`config.mk`:
```
export PLATFORM = sky130hd
export DESIGN_NAME = div_issue_ctrl
export DESIGN_NICKNAME = d
export VERILOG_FILES = /design/src/rtl/div_issue_ctrl_pkg.sv /design/src/rtl/div_result_fmt.sv /design/src/rtl/div_issue_ctrl.sv
export SDC_FILE = /design/constraint.sdc
export NUM_CORES = 1
export LEC_CHECK = 0
export ABC_AREA = 1
export CAP_MARGIN = 20
export CORE_AREA = 2 2 182 184
export DETAILED_ROUTE_END_ITERATION = 16
export DIE_AREA = 0 0 184 186
export PLACE_DENSITY = 0.7
export SYNTH_ARGS = -nofsm -noshare
export SYNTH_HDL_FRONTEND = slang
export SYNTH_SLANG_ARGS = --single-unit
```
`constraint.sdc`:
```
create_clock -name clk -period 3.4 [get_ports clk]
set_clock_uncertainty 0.05 [all_clocks]
set_input_delay 0.68 -clock clk [delete_from_list [all_inputs] [get_ports clk]]
set_output_delay 0.68 -clock clk [all_outputs]
set_load 0.005 [all_outputs]
```
`src/rtl/div_issue_ctrl_pkg.sv`:
```
// Shared definitions for the divider issue controller: op-bit positions,
// FSM state encoding, corner-case flag struct and small helper functions.
package div_issue_ctrl_pkg;

    // Register-bus width; the controller only supports 64-bit operands.
    localparam int REG_W    = 64;
    localparam int DIV_OP_W = 3;

    // Bit positions inside the 3-bit divide op encoding.
    localparam int DIV_OP_UNSIGNED = 0;
    localparam int DIV_OP_REM      = 1;
    localparam int DIV_OP_WORD     = 2;

    localparam logic [63:0] DIV_INT64_MIN = 64'h8000_0000_0000_0000;
    localparam logic [31:0] DIV_INT32_MIN = 32'h8000_0000;

    typedef enum logic [1:0] {
        DIV_ST_IDLE  = 2'd0,
        DIV_ST_BUSY  = 2'd1,
        DIV_ST_DRAIN = 2'd2,
        DIV_ST_DONE  = 2'd3
    } div_state_e;

    // Architectural corner cases whose result is fixed by the ISA.
    typedef struct packed {
        logic div_zero;
        logic overflow;
    } div_corner_t;

    // Classify the raw operands; word ops only look at the low 32 bits.
    function automatic div_corner_t div_corner_flags(
        input logic [DIV_OP_W-1:0] op,
        input logic [REG_W-1:0]    rs1,
        input logic [REG_W-1:0]    rs2
    );
        div_corner_t flags;
        if (op[DIV_OP_WORD]) begin
            flags.div_zero = (rs2[31:0] == 32'h0000_0000);
            flags.overflow = ~op[DIV_OP_UNSIGNED]
                           & (rs1[31:0] == DIV_INT32_MIN)
                           & (rs2[31:0] == 32'hFFFF_FFFF);
        end else begin
            flags.div_zero = (rs2 == 64'h0000_0000_0000_0000);
            flags.overflow = ~op[DIV_OP_UNSIGNED]
                           & (rs1 == DIV_INT64_MIN)
                           & (rs2 == 64'hFFFF_FFFF_FFFF_FFFF);
        end
        return flags;
    endfunction

    // Sign-extend a 32-bit word result to the full register width.
    function automatic logic [REG_W-1:0] sext_word(input logic [31:0] value);
        return {{(REG_W-32){value[31]}}, value};
    endfunction

endpackage

```
`src/rtl/div_result_fmt.sv`:
```
// Combinational result formatter: applies the divide-by-zero / overflow
// overrides, selects quotient or remainder and sign-extends word results.
module div_result_fmt import div_issue_ctrl_pkg::*; #(
    parameter int XLEN = REG_W
) (
    input  logic [DIV_OP_W-1:0] op,
    input  div_corner_t         corner,
    input  logic [XLEN-1:0]     rs1,
    input  logic [2*XLEN-1:0]   raw_result,
    output logic [XLEN-1:0]     wb_data
);

    logic [XLEN-1:0] quot_s;
    logic [XLEN-1:0] rem_s;
    logic [XLEN-1:0] sel_s;

    // Overrides come first so word ops sign-extend the overridden value.
    always_comb begin
        quot_s = raw_result[XLEN-1:0];
        rem_s  = raw_result[2*XLEN-1:XLEN];
        case ({corner.div_zero, corner.overflow})
            2'b10, 2'b11: begin
                quot_s = {XLEN{1'b1}};
                rem_s  = rs1;
            end
            2'b01: begin
                quot_s = rs1;
                rem_s  = {XLEN{1'b0}};
            end
            default: begin
                quot_s = raw_result[XLEN-1:0];
                rem_s  = raw_result[2*XLEN-1:XLEN];
            end
        endcase
        sel_s = op[DIV_OP_REM] ? rem_s : quot_s;
        if (op[DIV_OP_WORD]) begin
            wb_data = sext_word(sel_s[31:0]);
        end else begin
            wb_data = sel_s;
        end
    end

endmodule

```
`src/rtl/div_issue_ctrl.sv`:
```
// Execute-stage initiator for the multi-cycle divider: latches the op,
// holds the divider request stable, stalls the pipeline, drains the divider
// on flush and emits a one-cycle formatted writeback pulse.
module div_issue_ctrl import div_issue_ctrl_pkg::*; #(
    parameter int XLEN = REG_W
) (
    input  logic                clk,
    input  logic                rst,
    input  logic                ex_valid,
    input  logic [DIV_OP_W-1:0] ex_op,
    input  logic [XLEN-1:0]     ex_rs1,
    input  logic [XLEN-1:0]     ex_rs2,
    input  logic [4:0]          ex_rd,
    input  logic                flush,
    output logic                stall,
    output logic                wb_valid,
    output logic [4:0]          wb_rd,
    output logic [XLEN-1:0]     wb_data,
    output logic                div_valid,
    output logic                div_sign,
    output logic                div_32,
    output logic [XLEN-1:0]     div_rs1,
    output logic [XLEN-1:0]     div_rs2,
    input  logic                div_ready,
    input  logic [2*XLEN-1:0]   div_result
);

    div_state_e          state_r;
    div_state_e          state_s;
    logic                accept_s;
    logic                capture_s;
    logic [DIV_OP_W-1:0] op_r;
    logic [XLEN-1:0]     rs1_r;
    logic [XLEN-1:0]     rs2_r;
    logic [4:0]          rd_r;
    div_corner_t         corner_r;
    logic [2*XLEN-1:0]   result_r;
    logic [XLEN-1:0]     fmt_data_s;

    // State register.
    always_ff @(posedge clk) begin
        if (rst) begin
            state_r <= DIV_ST_IDLE;
        end else begin
            state_r <= state_s;
        end
    end

    // Next-state logic plus the accept/capture strobes for the datapath.
    always_comb begin
        state_s   = state_r;
        accept_s  = 1'b0;
        capture_s = 1'b0;
        case (state_r)
            DIV_ST_IDLE: begin
                if (ex_valid && !flush) begin
                    accept_s = 1'b1;
                    state_s  = DIV_ST_BUSY;
                end else begin
                    state_s  = DIV_ST_IDLE;
                end
            end
            DIV_ST_BUSY: begin
                if (div_ready) begin
                    if (flush) begin
                        state_s   = DIV_ST_IDLE;
                    end else begin
                        capture_s = 1'b1;
                        state_s   = DIV_ST_DONE;
                    end
                end else if (flush) begin
                    // Keep requesting until the divider finishes so its
                    // internal counter returns to zero.
                    state_s = DIV_ST_DRAIN;
                end else begin
                    state_s = DIV_ST_BUSY;
                end
            end
            DIV_ST_DRAIN: begin
                if (div_ready) begin
                    state_s = DIV_ST_IDLE;
                end else begin
                    state_s = DIV_ST_DRAIN;
                end
            end
            DIV_ST_DONE: begin
                state_s = DIV_ST_IDLE;
            end
            default: begin
                state_s = DIV_ST_IDLE;
            end
        endcase
    end

    // Output decode from the current state.
    always_comb begin
        stall     = 1'b0;
        wb_valid  = 1'b0;
        div_valid = 1'b0;
        case (state_r)
            DIV_ST_IDLE: begin
                stall = ex_valid & ~flush;
            end
            DIV_ST_BUSY: begin
                stall     = 1'b1;
                div_valid = 1'b1;
            end
            DIV_ST_DRAIN: begin
                stall     = ex_valid;
                div_valid = 1'b1;
            end
            DIV_ST_DONE: begin
                // stall stays low so EX retires the op this cycle.
                wb_valid = ~flush;
            end
            default: begin
                stall     = 1'b0;
                wb_valid  = 1'b0;
                div_valid = 1'b0;
            end
        endcase
        div_sign = div_valid & ~op_r[DIV_OP_UNSIGNED];
        div_32   = div_valid & op_r[DIV_OP_WORD];
        div_rs1  = rs1_r;
        div_rs2  = rs2_r;
        wb_rd    = wb_valid ? rd_r : 5'd0;
        wb_data  = wb_valid ? fmt_data_s : {XLEN{1'b0}};
    end

    // Operand latch at issue and result capture on the divider handshake.
    always_ff @(posedge clk) begin
        if (rst) begin
            op_r     <= {DIV_OP_W{1'b0}};
            rs1_r    <= {XLEN{1'b0}};
            rs2_r    <= {XLEN{1'b0}};
            rd_r     <= 5'd0;
            corner_r <= '{div_zero: 1'b0, overflow: 1'b0};
            result_r <= {(2*XLEN){1'b0}};
        end else begin
            if (accept_s) begin
                op_r     <= ex_op;
                rs1_r    <= ex_rs1;
                rs2_r    <= ex_rs2;
                rd_r     <= ex_rd;
                corner_r <= div_corner_flags(ex_op, ex_rs1, ex_rs2);
            end
            if (capture_s) begin
                result_r <= div_result;
            end
        end
    end

    div_result_fmt #(
        .XLEN (XLEN)
    ) u_fmt (
        .op         (op_r),
        .corner     (corner_r),
        .rs1        (rs1_r),
        .raw_result (result_r),
        .wb_data    (fmt_data_s)
    );

endmodule

```
==> summary.txt, run 1 <==
status = finished, final reports clean
total track usage = 27.2%
CP Data Arrival Time = 2.63 ns
hold endpoint = div_rs2[2]$_SDFFE_PP0P_
VDD IR max = 392 µV
Place WS = 0.0664 ns
reg-to-reg endpoint = div_rs2[16]$_SDFFE_PP0P_
post-synthesis compound-gate area fraction = 24.0%
post-synthesis average cell area = 7.21 µm²
Synth Register Bits = 268
I/O pins = 471
Reg2Reg Setup Slack = 1.27 ns
Congestion Overflow GR = 0
number of global-route vias before repair = 13,000
largest net degree at the start of global routing = 147
most frequent cells in the layout = nand2_1 (564), clkdlybuf4s50_1 (469), dfxtp_1 (266)
Buffers on Ports = 470
Worst Hold Class = flop to flop
Int Pwr = 5.91 mW
Crit Path Class = flop to output port
max-slew violations = 0
1st-pass router iterations = 6
Switching Fraction = 24.7%
Cells after DPL = 2,443
post-synthesis cell type count = 32
slew margin rel. = 36.9%
CTS root buf = clkbuf_16
critical path's slowest cell = clkdlybuf4s50_1
core area = 0.0322 mm²
TritonCTS Buffers = 30
area growth from synthesis to layout = 49.9%
crit-path leading delay family = buffers and inverters
RSZ-0062 raised after global routing = true
area share of and/or/nand/nor cells after synthesis = 24.7%
Switching Power = 1.94 mW
Max Buffers Root-to-Sink = 3
fill cell count = 3,022
Final Wtd Congestion = 0.884
drt initial violations = 1,083
combinational share of power = 13.3%
fmax = 297 MHz
Routed Antenna Nets = 0
NumNets Final = 2,344
slowest stage delay, CP = 0.56 ns
Netlist Area Pre-Place = 0.0121 mm²
Sink Count = 268
crit path capture type = output port
Period Utilization, post-route = 98.9%
crit path time final = 3.36 ns
# DRC = 0
sequential cell area fraction in the yosys report = 44.4%
die height = 186 µm
first-pass GRT wire length = 73.2 mm
Crit path buffers/inverters = 3
worst hold path stage count = 2
Site Rows = 66
multi-input combinational cell area = 0.00600 mm²
final wirelength = 48.8 mm
min-delay src = div_rs2[2]$_SDFFE_PP0P_
share of cells above drive strength 1 = 7.46%
DR vias/cell = 5.42
PnR worst setup slack = 0.0386 ns
Avg WL per Cell = 19.5 µm
Mapped Cells = 1,674
Reg power frac = 42.6%
most common cell after layout, fill and taps aside = nand2_1
Slew @ Worst Pin = 0.947 ns
die width = 184 µm
vias = 13,500
endpoints failing setup = 0
Placed Area = 0.0170 mm²
critical path required time = 2.67 ns
main combinational cell family by area after synthesis = simple AND/OR/NAND/NOR gates
clk_lat worst skew = 0.56 ns
worst r2r src = state_r[0]$_SDFF_PP0_
Fin. Hold Viols = 0
Initial Util = 37.5%
Power Density = 433 mW/mm²
mux contribution to synthesized area = 0%
syn nets = 1,951
DP Wirelength = 33.6 mm
Post-Synth Adder-Cell Area = 0.829%
startpoint types = flop
YS warnings = 0
Synth Area in XOR/XNOR = 0%
Reg2Reg Depth = 7
initial antenna violation count = 1
Leakage Power = 6.20 nW
Worst-path clk slew = 0.06 ns
CP Cell Sequence = inv_1, nand2_2, buf_4, o22ai_1, a211oi_1, clkdlybuf4s50_1
Clock Power Share = 44.1%
CTS tree = yes
final instance area = 0.0181 mm²
CTS H-tree depth = 1
Seq. cell area = 0.00537 mm²
CP Max Fanout = 36
non-filler cells, final = 2,500
Max-cap violations = 0
DIE AREA = 0.0342 mm²
-- worst register-to-register path, stage by stage, from the launching register on --
cell and delay (ns):
dfxtp_1 0.35, inv_1 0.12, ha_1 0.16, inv_1 0.06, nor2_4 0.16, buf_4 0.72
nand2_1 0.25, a21oi_1 0.18
-- final cells by class --
class	instances	area share, %
multi-input cells	1232	33.2
flip-flops and latches	268	29.6
repair buffers	498	27.7
clock buffers	45	5.07
well taps	408	2.82
inverters	37	0.836
clock inverters	11	0.774
diodes	1	0.0138
-- layer usage --
metal,part of all wire [%],vias up,GRT usage [%]
li1,-,6453,-
met1,40,6333,33.1
met2,47,645,46.4
met3,8.4,117,5.91
met4,4.1,0,11.5
met5,0,-,0
-- worst max-delay path by stage --
| stage | startpoint | endpoint | slack, ns | depth (start not counted) |
|---|---|---|---|---|
| 2_1_floorplan | flush | wb_data[42] | 1.07 | 8 |
| 3_3_place_gp | flush | wb_data[63] | 0.13 | 10 |
| 3_5_place_dp | flush | wb_data[57] | 0.07 | 10 |
| 4_1_cts | corner_r[1]$_SDFFE_PP0P_ | wb_data[14] | 0.007 | 6 |
| 5_1_grt | corner_r[1]$_SDFFE_PP0P_ | wb_data[16] | -0.05 | 6 |
| 6_report | corner_r[1]$_SDFFE_PP0P_ | wb_data[14] | 0.04 | 6 |
-- synth_stat cells, drive strengths merged --
cell	n	area share, %
nand2	567	18
dfxtp	268	44
a21oi	262	11
nor2	162	5.6
clkbuf	75	2.3
buf	62	2.6
a211oi	41	2.5
inv	36	1.1
a22oi	33	2.1
o21ai	33	1.4
o221a	32	3.0
o22ai	32	1.7
a221oi	31	2.2
nand4	12	0.62
ha	8	0.83
nor3	7	0.29
nand3	5	0.21
nand3b	3	0.19
clkinv	1	0.031
nor4	1	0.052
o211ai	1	0.10
o21a	1	0.062
or2	1	0.052
-- power groups by stage --
stage	clock network [mW]	registers, mW	logic (mW)
2_1_floorplan	0	3.39	0.393
3_3_place_gp	0	3.40	1.04
3_5_place_dp	0	3.40	1.04
4_1_cts	3.51	3.34	1.05
5_1_grt	3.62	3.35	1.13
6_report	3.46	3.34	1.05
-- logic make-up after synthesis --
group / after synthesis
DFF: 268
buffers and inverters: 174
adders and majority gates: 8
AOI/OAI and AO/OA: 466
and+or+nand+nor: 758
-- metrics by stage --
stage	util [%]	TNS, ns	total power [mW]	hold WS [ns]
after CTS	56.2	0	7.89	0.411
after floorplan	-	0	3.78	0.390
after detailed placement	52.9	0	4.44	0.402
after global routing	56.2	-0.234	8.11	0.428
final	56.2	0	7.84	0.409
after global placement	52.9	0	4.44	0.397
-- sequential cells by signal, indices dropped and copies added, names as in the netlist --
signal and cells:
div_rs2 64, result_r 128, corner_r 2, div_rs1 64, state_r 2, op_r 3
rd_r 5
-- timing repair --
action,CTS,global route
hold buffers,0,0
gates resized for setup,2,7
endpoints found under the setup margin,15,52
buffers inserted,0,0
Power figures use the tool's default switching activity.
==> run 2, diff against run 1 <==
- CAP_MARGIN: 20 -> unset
- CTS_CLUSTER_DIAMETER: unset -> 100
==> results of run 2 <==
No change in the layout: final DEF, timing and power equal those of run 1.
